--- src/rtl/spi_regfile_peripheral.sv ---
// SPI (mode 0) slave exposing a bank of 8-bit registers.
// Frame: 16 bits MSB first -- R/W (1 = write), 7-bit address, 8-bit data.
// Writes commit when chip select rises; reads stream register data on miso
// during the data phase. Malformed frames pulse frame_err and are dropped.
module spi_regfile_peripheral #(
  parameter int unsigned             NUM_REGS    = 5,
  parameter int unsigned             SYNC_STAGES = 2,
  parameter logic [NUM_REGS*8-1:0]   RESET_VAL   = '0
) (
  input  logic                  clk,
  input  logic                  rst_n,
  input  logic                  sclk_raw,
  input  logic                  mosi_raw,
  input  logic                  cs_n_raw,
  output logic                  miso,
  output logic                  miso_oe,
  output logic [NUM_REGS*8-1:0] regs_out,
  output logic [NUM_REGS-1:0]   wr_strobe,
  output logic                  frame_err,
  output logic [7:0]            err_count
);

  localparam int unsigned RW = NUM_REGS * 8;

  localparam logic [1:0] IDLE  = 2'd0;
  localparam logic [1:0] ADDR  = 2'd1;
  localparam logic [1:0] DATA  = 2'd2;
  localparam logic [1:0] DRAIN = 2'd3;

  logic [SYNC_STAGES-1:0] sclk_sync_q;
  logic [SYNC_STAGES-1:0] mosi_sync_q;
  logic [SYNC_STAGES-1:0] cs_sync_q;
  logic                   sclk_dly_q;
  logic                   cs_dly_q;

  logic sclk_s, mosi_s, cs_s;
  logic sclk_rise, sclk_fall, cs_rise, cs_fall;

  logic [1:0]    state_q, state_d;
  logic [4:0]    cnt_q, cnt_d;
  logic [15:0]   shift_q, shift_d;
  logic [7:0]    tx_q, tx_d;
  logic          oe_q, oe_d;
  logic          first_q, first_d;
  logic [RW-1:0] regs_q, regs_d;
  logic [NUM_REGS-1:0] strobe_q, strobe_d;
  logic          ferr_q, ferr_d;
  logic [7:0]    errcnt_q, errcnt_d;

  logic [15:0] shift_in;
  logic [6:0]  rd_addr;
  logic [6:0]  wr_addr;
  logic        wr_addr_ok;
  logic [7:0]  rd_byte;

  // Synchronisers plus one extra flop on sclk/cs_n for edge detection.
  always_ff @(posedge clk or negedge rst_n) begin
    if (!rst_n) begin
      sclk_sync_q <= '0;
      mosi_sync_q <= '0;
      cs_sync_q   <= '1;
      sclk_dly_q  <= 1'b0;
      cs_dly_q    <= 1'b1;
    end else begin
      sclk_sync_q <= {sclk_sync_q[SYNC_STAGES-2:0], sclk_raw};
      mosi_sync_q <= {mosi_sync_q[SYNC_STAGES-2:0], mosi_raw};
      cs_sync_q   <= {cs_sync_q[SYNC_STAGES-2:0], cs_n_raw};
      sclk_dly_q  <= sclk_sync_q[SYNC_STAGES-1];
      cs_dly_q    <= cs_sync_q[SYNC_STAGES-1];
    end
  end

  assign sclk_s    = sclk_sync_q[SYNC_STAGES-1];
  assign mosi_s    = mosi_sync_q[SYNC_STAGES-1];
  assign cs_s      = cs_sync_q[SYNC_STAGES-1];
  assign sclk_rise = sclk_s & ~sclk_dly_q;
  assign sclk_fall = ~sclk_s & sclk_dly_q;
  assign cs_rise   = cs_s & ~cs_dly_q;
  assign cs_fall   = ~cs_s & cs_dly_q;

  assign shift_in   = {shift_q[14:0], mosi_s};
  assign rd_addr    = shift_in[6:0];
  assign wr_addr    = shift_q[14:8];
  assign wr_addr_ok = 32'(wr_addr) < NUM_REGS;
  // Shifting past the top of the bank yields zero, which doubles as the
  // out-of-range read value.
  assign rd_byte    = 8'(regs_q >> {rd_addr, 3'b000});

  // Frame sequencing, commit/error decision and tx shifter next state.
  always_comb begin
    state_d  = state_q;
    cnt_d    = cnt_q;
    shift_d  = shift_q;
    tx_d     = tx_q;
    oe_d     = oe_q;
    first_d  = first_q;
    regs_d   = regs_q;
    strobe_d = '0;
    ferr_d   = 1'b0;
    errcnt_d = errcnt_q;

    if (cs_rise) begin
      state_d = IDLE;
      cnt_d   = '0;
      oe_d    = 1'b0;
      first_d = 1'b0;
      if (cnt_q == 5'd16) begin
        if (shift_q[15] && wr_addr_ok) begin
          regs_d   = (regs_q & ~(RW'(8'hFF) << {wr_addr, 3'b000}))
                   | (RW'(shift_q[7:0]) << {wr_addr, 3'b000});
          strobe_d = NUM_REGS'(1'b1) << wr_addr;
        end
      end else if (cnt_q != 5'd0) begin
        ferr_d = 1'b1;
        if (errcnt_q != 8'hFF) errcnt_d = errcnt_q + 8'd1;
      end
    end else begin
      case (state_q)
        IDLE: begin
          if (cs_fall) begin
            state_d = ADDR;
            cnt_d   = '0;
          end
        end
        ADDR: begin
          if (sclk_rise) begin
            shift_d = shift_in;
            cnt_d   = cnt_q + 5'd1;
            if (cnt_q == 5'd7) begin
              state_d = DATA;
              if (!shift_in[7]) begin
                tx_d    = rd_byte;
                oe_d    = 1'b1;
                first_d = 1'b1;
              end
            end
          end
        end
        DATA: begin
          if (sclk_rise) begin
            shift_d = shift_in;
            cnt_d   = cnt_q + 5'd1;
            if (cnt_q == 5'd15) begin
              state_d = DRAIN;
              oe_d    = 1'b0;
              first_d = 1'b0;
            end
          end else if (sclk_fall && oe_q) begin
            // The 8th falling edge only exposes bit 7; later ones advance.
            if (first_q) first_d = 1'b0;
            else         tx_d    = {tx_q[6:0], 1'b0};
          end
        end
        default: begin
          if (sclk_rise && cnt_q != 5'd17) cnt_d = cnt_q + 5'd1;
        end
      endcase
    end
  end

  // Frame state, register bank and status registers.
  always_ff @(posedge clk or negedge rst_n) begin
    if (!rst_n) begin
      state_q  <= IDLE;
      cnt_q    <= '0;
      shift_q  <= '0;
      tx_q     <= '0;
      oe_q     <= 1'b0;
      first_q  <= 1'b0;
      regs_q   <= RESET_VAL;
      strobe_q <= '0;
      ferr_q   <= 1'b0;
      errcnt_q <= '0;
    end else begin
      state_q  <= state_d;
      cnt_q    <= cnt_d;
      shift_q  <= shift_d;
      tx_q     <= tx_d;
      oe_q     <= oe_d;
      first_q  <= first_d;
      regs_q   <= regs_d;
      strobe_q <= strobe_d;
      ferr_q   <= ferr_d;
      errcnt_q <= errcnt_d;
    end
  end

  assign miso      = oe_q & tx_q[7];
  assign miso_oe   = oe_q;
  assign regs_out  = regs_q;
  assign wr_strobe = strobe_q;
  assign frame_err = ferr_q;
  assign err_count = errcnt_q;

endmodule

--- config.mk ---
export PLATFORM = sky130hd
export DESIGN_NAME = spi_regfile_peripheral
export DESIGN_NICKNAME = d
export VERILOG_FILES = /design/src/rtl/spi_regfile_peripheral.sv
export SDC_FILE = /design/constraint.sdc
export NUM_CORES = 1
export LEC_CHECK = 0
export ABC_AREA = 1
export CORE_MARGIN = 2
export CORE_UTILIZATION = 50
export DETAILED_ROUTE_END_ITERATION = 16
export PLACE_DENSITY = 0.76
export SLEW_MARGIN = 20
export SYNTH_ARGS = -nofsm -noshare
export SYNTH_HDL_FRONTEND = slang
export SYNTH_SLANG_ARGS = --single-unit
--- constraint.sdc ---
create_clock -name clk -period 1.55 [get_ports clk]
set_input_delay 0.2325 -clock clk [delete_from_list [all_inputs] [get_ports clk]]
set_output_delay 0.2325 -clock clk [all_outputs]
set_load 0.005 [all_outputs]
Word level (Yosys, flattened, before mapping)
Index checks and enable logic that the tools add are counted.
{ "classes": {"bitwise_logic": 14, "addsub": 2, "order_cmp": 1, "n_reduce_logical": 18, "shifts": 4, "muxes": 36, "n_eq_ne": 22} }
{ "op_table": {"columns": ["op", "n"], "rows": [
  ["$mux W8", 6],
  ["$and A40 B40 Y40", 1],
  ["$not A40 Y40", 1],
  ["$or A40 B40 Y40", 1],
  ["$shl A8 B10 Y40", 1],
  ["$shl A8 B10 Y40 const A", 1],
  ["$shr A40 B10 Y8", 1],
  ["$mux W5", 7],
  ["$ne A3 B3 Y1 const B", 6],
  ["$reduce_and A6 Y1", 3],
  ["$pmux W8 S2", 1],
  ["$mux W1", 12],
  ["$mux W2", 6],
  ["$ne A2 B2 Y1 const B", 6],
  ["$pmux W5 S2", 1],
  ["$reduce_and A3 Y1", 3],
  ["$add A8 B1 Y8 const B", 1],
  ["$ne A4 B4 Y1 const B", 2],
  ["$ne A8 B8 Y1 const B", 1],
  ["$reduce_and A8 Y1", 1],
  ["$reduce_bool A4 Y1", 2],
  ["$lt A7 B3 Y1 const B", 1],
  ["$shl A1 B7 Y5 const A", 1],
  ["$not A1 Y1", 6],
  ["18 further kinds", 25]
]} }
{ "totals": {"out_inout_bits": 56, "regBits": 95, "inputBits": 5} }

Depth between registers and ports, before layout
Gate-level depths: netlist (run 1).
{ "logic_depth": {"ltp_word": 7, "mapped_depth": 12, "ltp_nobuf": 12} }

Worst setup path before layout (run 1)
OpenSTA, ideal clock, no wires.
{ "synth_timing": {"kind": "register to register", "startpoint": "reg cs_sync_q[1]", "endpoint": "reg regs_q[38] (netlist: regs_out[38])", "path_buffers": 1, "setup_slack_ps": -56, "path_stages_with_launch": 9, "synth_period_minus_slack_ps": 1606, "arrival_time_ps": 1487, "setup_time_ps": 119, "cell_sequence": "dfstp_2 > ha_1 > nand4_2 > nor2_2 > nand2_4 > nor2_4 > buf_6 > nand2_1 > o21a_1"} }
{ "synth_via": {"elab_chain_len": 2} }
{ "synth_lines": {"columns": ["element", "line", "text"], "rows": [
  ["start, declared", "32", "logic [SYNC_STAGES-1:0] cs_sync_q;"],
  ["start signal, assigned", "67", "cs_sync_q <= {cs_sync_q[SYNC_STAGES-2:0], cs_n_raw};"],
  ["$and A1 B1 Y1", "78", "assign cs_rise = cs_s & ~cs_dly_q;"],
  ["$reduce_and A3 Y1 (no source line)", null, null],
  ["end signal, assigned", "181", "regs_q <= regs_d;"],
  ["end, declared", "45", "logic [RW-1:0] regs_q, regs_d;"]
]} }
No other way between the ends.
A chain may end at the register's enable or synchronous reset.

Worst setup path after layout (run 1)
{ "layout_timing": {"startpoint": "reg cs_sync_q[1]", "endpoint": "reg regs_q[39] (netlist: regs_out[39])"} }
Same word-level chain as after synthesis.

==> results of run 1 <==
power by group through the flow:
stage | logic, mW | registers [mW] | clock network, mW
floorplan | 1.63 | 3.02 | 0
global placement | 2.54 | 3.06 | 0
detailed placement | 2.65 | 3.06 | 0
CTS | 3.26 | 3.02 | 1.86
global route | 4.25 | 3.11 | 1.98
finish | 3.93 | 3.07 | 1.86
metal layers:
layer,wire (microns),GRT usage (%),up-vias
met5,0,0,-
met4,832,10.15,0
met3,1115,3.593,91
met2,7846,42.03,290
met1,6204,34.76,2438
li1,-,-,2235
worst max-delay path by stage:
stage                       startpoint            to  slack (ns)  cells past startpoint
after floorplan             state_q[0]       tx_q[1]       0.002                     11
after global placement      state_q[0]       tx_q[3]        -0.1                     11
after detailed placement    state_q[0]      cnt_q[0]       -0.17                      9
after CTS                 cs_sync_q[1]  regs_out[39]       -0.09                      7
after global routing       shift_q[14]  regs_out[13]       -0.23                      5
final                     cs_sync_q[1]  regs_out[39]       -0.15                      7
cells by family after synthesis:
| family | after synthesis | share of synthesized area (%) |
|---|---|---|
| adders and majority gates | 10 | 2.571 |
| xor gates and xnor gates | 7 | 1.260 |
| AOI/OAI and AO/OA | 47 | 5.400 |
| buffers and inverters | 76 | 6.711 |
| DFF | 95 | 48.93 |
| and+or+nand+nor | 384 | 35.12 |
flip-flops by register name (all words and copies together), names as in the netlist:
name	flops
cnt_q	5
cs_dly_q	1
cs_sync_q	2
err_count	8
first_q	1
frame_err	1
miso_oe	1
mosi_sync_q	2
regs_out	40
sclk_dly_q	1
sclk_sync_q	2
shift_q	16
state_q	2
tx_q	8
wr_strobe	5
cells in the mapped netlist (2+ instances only):
master    number  area, sq um
a21oi_1        3        15.01
buf_2          6        30.03
buf_6          2        22.52
clkbuf_1       5        18.77
clkinv_1       3        11.26
dfrtp_1       92         2302
dfstp_2        3        78.83
ha_1          10        125.1
inv_1         52        195.2
inv_2          6        22.52
nand2_1      237        889.6
nand2_4        2        22.52
nand3_1       46        230.2
nand3_2        2        20.02
nand3_4        2        35.03
nand4_1        6        37.54
nand4_2        2        25.02
nor2_1        57        214.0
nor2_2         9        56.30
nor2_4         3        33.78
nor3_1         3        15.01
nor3_2         3        30.03
o21a_1         4        30.03
o21ai_0       35        175.2
o21ai_1        2        10.01
or2_2          8        50.05
xnor2_1        2        17.52
xor2_1         5        43.79
timing repair:
action | CTS | global route
gates resized for setup | 79 | 138
hold buffers | 1 | 0
hold endpoints to repair | 19 | 0
gates cloned | 2 | 5
pin swaps | 32 | 31
endpoints found under the setup margin | 84 | 108
setup buffers | 14 | 27
area by class of cell:
cell class	instances	share of cell area, %
Multi-Input combinational cell	451	37.57
Sequential cell	95	33.18
Timing Repair Buffer	147	20.32
Inverter	62	3.552
Tap cell	133	2.315
Clock buffer	10	1.776
Clock inverter	6	1.288
worst max-delay path, delay by kind of cell, from the launching register on:
kind,cells,cell delay [ns]
adders and majority gates,1,0.18
AOI/OAI and AO/OA,1,0.14
and+or+nand+nor,5,0.70
DFF,1,0.57
through the flow:
stage / instance area, sq um / setup WS, ns / instances / hold WS, ns
floorplan: 4878 / 0.001843 / 619 / -0.06309
global placement: 5909 / -0.09769 / 839 / 0.1520
detailed placement: 5909 / -0.1663 / 839 / 0.1489
CTS: 6492 / -0.09382 / 872 / 0.2433
global route: 7187 / -0.2321 / 904 / 0.2376
finish: 7187 / -0.1542 / 904 / 0.2548
==> qor.yml, run 1 <==
status:
  status: "finished, violations left"
  failed_checks: "setup timing"
floorplan:
  core_sq_um: 9594
  die_h_microns: 102.7
  die_area_sq_um: 10540
  num_rows: 36
  fp.dieW_microns: 102.7
  pin_count: 61
  start_util_pct: 50.72
sta:
  slew_violations: 0
  rsz0062_at_grt: "true"
  hold_viol_final: 0
  period_share_pct: 109.9
  setup_tns_ns: -4.567
  worst_slew_pin_slew_ns: 0.5464
  skew_ns: 0.01754
  min_period_ns: 1.704
  max-slew-margin-rel_pct: 63.44
  max_freq_ghz: 0.5868
  setup_viol: 72
  fin_ws_ns: -0.1542
layout:
  fin_util_pct: 74.91
  n_fill_cell: 611
  seqCellArea_sq_um: 2385
  drive_above_1_share_pct: 34.89
  diodes: 0
  multi_input_area_sq_um: 2700
  final_cell_mix: "nand2_1, dfrtp_1, buf_4, nand2_2, nor2_1"
  final_common_cell: "nand2_1"
  area_growth_pct: 47.70
  finalNetCount: 781
cts:
  cts_made_buffers: 9
  cts_tree: "built"
  htree_levels: 3
  path_clk_slew_ns: 0.10
  clk_path_buf_depth: 2
  clk_latency_ns: 0.38
  cts.sinks: 95
  root_buffer: "clkbuf_8"
routing:
  wl_microns: 16000
  dr_total_vias: 5054
  drt-pass1-iter-count: 5
  wl_per_cell_microns: 17.70
  drtIter0Drc: 418
  drc: 0
  routed_via_density: 5.591
  postRouteAntennaNets: 0
placement:
  io_buffers: 60
  gp_congestion: 0.8566
  dpl.hpwl_microns: 8947
logic_synthesis:
  yosysSeqAreaShare_pct: 48.93
  post_synth.cell_area_avg_sq_um: 7.861
  ys_types: 37
  synth_area_sq_um: 4866
  synth_edf_count: 0
  synth_fp_nets: 634
  syn_inst: 619
  yosysWarnings: 0
  async_flop_share_pct: 100.0
  synthFlopType: "dfrtp_1"
  synth_seq_cells: 95
min_path:
  hp-start: "cs_n_raw"
  min_to: "cs_sync_q[0]"
  hold_depth: 1
  holdCritPathClass: "in2reg"
global_routing:
  grt_pass1_vias: 4380
  overflow: 0
  track_usage_pct: 25.69
  grt_pass1_wl_microns: 20960
  grt_max_degree: 44
  antenna_found_initial: 0
run:
  cap_viol_max_count: 0
pwr:
  finalPower_mw: 8.871
  p_leak_nw: 3.936
  p_comb_share_pct: 44.3
  power.density_nw_per_um2: 1234
  swShare_pct: 39.85
  power.internal_mw: 5.336
  switching_power_mw: 3.535
  pwr-share-seq_pct: 34.7
  vdd_drop_max_uv: 724.0
  clkPwrFrac_pct: 21.0
worst_setup_path:
  cpPeakStageDelay_ns: 0.57
  worstSetupPathType: "reg2reg"
  crit_arrival_ns: 1.97
  crit_chain: "ha_4, nand4_4, nor2_4, nand2_4, nor2_4, nand2_1, o21a_1"
  r2r-start: "cs_sync_q[1]"
  reg2regPathDepth: 7
  end_kind: "flop"
  crit_top_cell: "nor2_4"
  worstReg2RegEnd: "regs_out[39]"
  rrSetupSlack_ns: -0.15
  cp_data_required_time_ns: 1.82
  path_max_fanout: 6
  crit_slowest_cell: "dfstp_2"
  start_kind: "flop"
Note: power is estimated with default switching activity, not from simulation.
==> run 2, diff against run 1 <==
--- a/config.mk
+++ b/config.mk
@@ -9,6 +9,7 @@
 export CORE_MARGIN = 2
 export CORE_UTILIZATION = 50
 export DETAILED_ROUTE_END_ITERATION = 16
+export MAX_ROUTING_LAYER = met4
 export PLACE_DENSITY = 0.76
 export SLEW_MARGIN = 20
 export SYNTH_ARGS = -nofsm -noshare
==> qor.yml, run 2 (same netlist as run 1, synthesis figures left out) <==
routing:
  postRouteAntennaNets: 0  # unchanged
  wl_microns: 13740  # -14%
  drtIter0Drc: 431  # +3.1%
  highest_layer: "met4"
  dr_wl_met3_microns: 878  # -21%
  dr_wl_met2_microns: 6590  # -16%
  drt-pass1-iter-count: 6  # +1
  routed_via_density: 5.294  # -5.3%
  drc: 0  # unchanged
  routedLengthMet1_microns: 5823  # -6.1%
  dr_total_vias: 4722  # -6.6%
  wl_per_cell_microns: 15.41  # -13%
sta:
  hold_viol_final: 0  # unchanged
  setup_viol: 53  # -26%
  rsz0062_at_grt: "true"
  worst_slew_pin_slew_ns: 0.5024  # -0.04400 ns
  max-slew-margin-rel_pct: 66.25  # +2.8 points
  period_share_pct: 106.1  # -3.9 points
  slew_violations: 0  # unchanged
  min_period_ns: 1.644  # -0.06004 ns
  setup_tns_ns: -1.904  # +2.662 ns
  fin_ws_ns: -0.09418  # +0.06004 ns
  skew_ns: 0.01839  # +0.0008470 ns
  max_freq_ghz: 0.6082  # +3.7%
status:
  status: "finished, violations left"
  failed_checks: "setup timing"
layout:
  final_common_cell: "nand2_1"
  stdcell_count: 892  # -1.3%
  n_fill_cell: 699  # +14%
  postLayoutCellArea_sq_um: 6837  # -4.9%
  seqCellArea_sq_um: 2385  # unchanged
  final_cell_mix: "nand2_1, dfrtp_1, buf_4, nor2_1"
  drive_above_1_share_pct: 28.72  # -6.2 points
  diodes: 0  # unchanged
  multi_input_area_sq_um: 2522  # -6.6%
  largest_reg_flops: 40  # unchanged
  finalNetCount: 770  # -1.4%
  area_growth_pct: 40.50
floorplan:
  core_sq_um: 9594  # unchanged
  pin_count: 61  # unchanged
  die_area_sq_um: 10540  # unchanged
  die_h_microns: 102.7  # unchanged
  fp.dieW_microns: 102.7  # unchanged
  num_rows: 36  # unchanged
  start_util_pct: 50.72  # unchanged
pwr:
  finalPower_mw: 8.013  # -9.7%
  p_leak_nw: 3.756  # -4.6%
  vdd_drop_max_uv: 814.8  # +13%
  power.density_nw_per_um2: 1172  # -5.1%
min_path:
  holdCritPathClass: "in2reg"
  min_to: "cs_sync_q[0]"
  hold_depth: 1  # unchanged
  hp-start: "cs_n_raw"
worst_setup_path:
  end_kind: "flop"
  reg2regPathDepth: 9  # +2
  worstReg2RegEnd: "shift_q[6]"
  crit_arrival_ns: 1.89  # -0.08 ns
  path_max_fanout: 16  # +10
  start_kind: "flop"
  rrSetupSlack_ns: -0.09  # +0.06 ns
  worstSetupPathType: "reg2reg"
  cp_data_required_time_ns: 1.80  # -0.02 ns
  r2r-start: "state_q[1]"
cts:
  cts.sinks: 95  # unchanged
  htree_levels: 3  # unchanged
  clk_latency_ns: 0.37  # about the same
  root_buffer: "clkbuf_8"
  path_clk_slew_ns: 0.09  # about the same
  cts_made_buffers: 9  # unchanged
  clk_path_buf_depth: 2  # unchanged
  cts_tree: "built"
placement:
  dp_slack_ns: -0.2068  # -0.04048 ns
  gp_congestion: 0.8605  # +0.46%
  dp_cells: 837  # -0.24%
  placed_area_sq_um: 5894  # -0.25%
  dpl.hpwl_microns: 8473  # -5.3%
  io_buffers: 60  # unchanged
global_routing:
  grt_max_degree: 96  # +120%
  grt_pass1_vias: 4246  # -3.1%
  grt_pass1_wl_microns: 20220  # -3.5%
  overflow: 0  # unchanged
  track_usage_pct: 25.32  # -0.37 points
  antenna_found_initial: 0  # unchanged
run:
  cap_viol_max_count: 0  # unchanged
-- run 2: worst max path at each step --
stage                       startpoint            to  slack, ns  cells after the start
final                       state_q[1]    shift_q[6]      -0.09                      9
after global routing        state_q[1]      cnt_q[3]      -0.22                     10
after CTS                 cs_sync_q[1]  regs_out[34]      -0.05                      8
after detailed placement    state_q[0]      cnt_q[1]      -0.21                      9
after global placement      state_q[0]       tx_q[3]      -0.09                     11
after floorplan             state_q[0]       tx_q[1]      0.002                     11
-- run 2: repair_timing --
item | CTS | global route
gates resized for setup | 44 | 92
endpoints found under the setup margin | 80 | 104
pin swaps | 14 | 27
hold endpoints to repair | 92 | 0
hold buffers | 1 | 0
buffers inserted | 7 | 26
gates cloned | 3 | 3
-- run 2: critical path, cell delays in order, from the launching register on --
cell       delay [ns]
dfrtp_1          0.42
inv_2            0.08
buf_4            0.15
ha_4             0.26
inv_2            0.04
nor2_4           0.13
nand2_2          0.11
clkbuf_16        0.19
nand2_1          0.07
o21ai_0          0.08
-- run 2: layout make-up --
| cell class | count | share of cell area (%) |
|---|---|---|
| Clock buffer | 9 | 1.812 |
| Tap cell | 133 | 2.434 |
| Inverter | 62 | 3.660 |
| Multi-Input combinational cell | 452 | 36.90 |
| Sequential cell | 95 | 34.88 |
| Timing Repair Buffer | 135 | 19.27 |
| Clock inverter | 6 | 1.043 |
-- run 2: report_power, final --
part           internal [mW]  switching [mW]
clock                  0.749           0.917
sequential              2.77           0.259
combinational           1.36            1.95
-- run 2: layer usage --
metal	vias to the layer above	global-route usage, %
met5	-	-
met4	0	10.77
met3	41	3.797
met2	202	37.41
met1	2263	34.98
li1	2216	-
-- run 2: per-stage QoR --
stage               hold slack, ns  utilization [%]
floorplan                 -0.06309                -
global placement            0.3233            61.44
detailed placement          0.3235            61.44
CTS                         0.2603            65.75
global route                0.2766            71.26
finish                      0.2718            71.26
==> run 3, diff against run 2 <==
--- a/config.mk
+++ b/config.mk
@@ -9,7 +9,6 @@
 export CORE_MARGIN = 2
 export CORE_UTILIZATION = 50
 export DETAILED_ROUTE_END_ITERATION = 16
-export MAX_ROUTING_LAYER = met4
 export PLACE_DENSITY = 0.76
 export SLEW_MARGIN = 20
 export SYNTH_ARGS = -nofsm -noshare
==> results of run 3 <==
The final DEF is identical to that of run 1; final timing and power are the same.
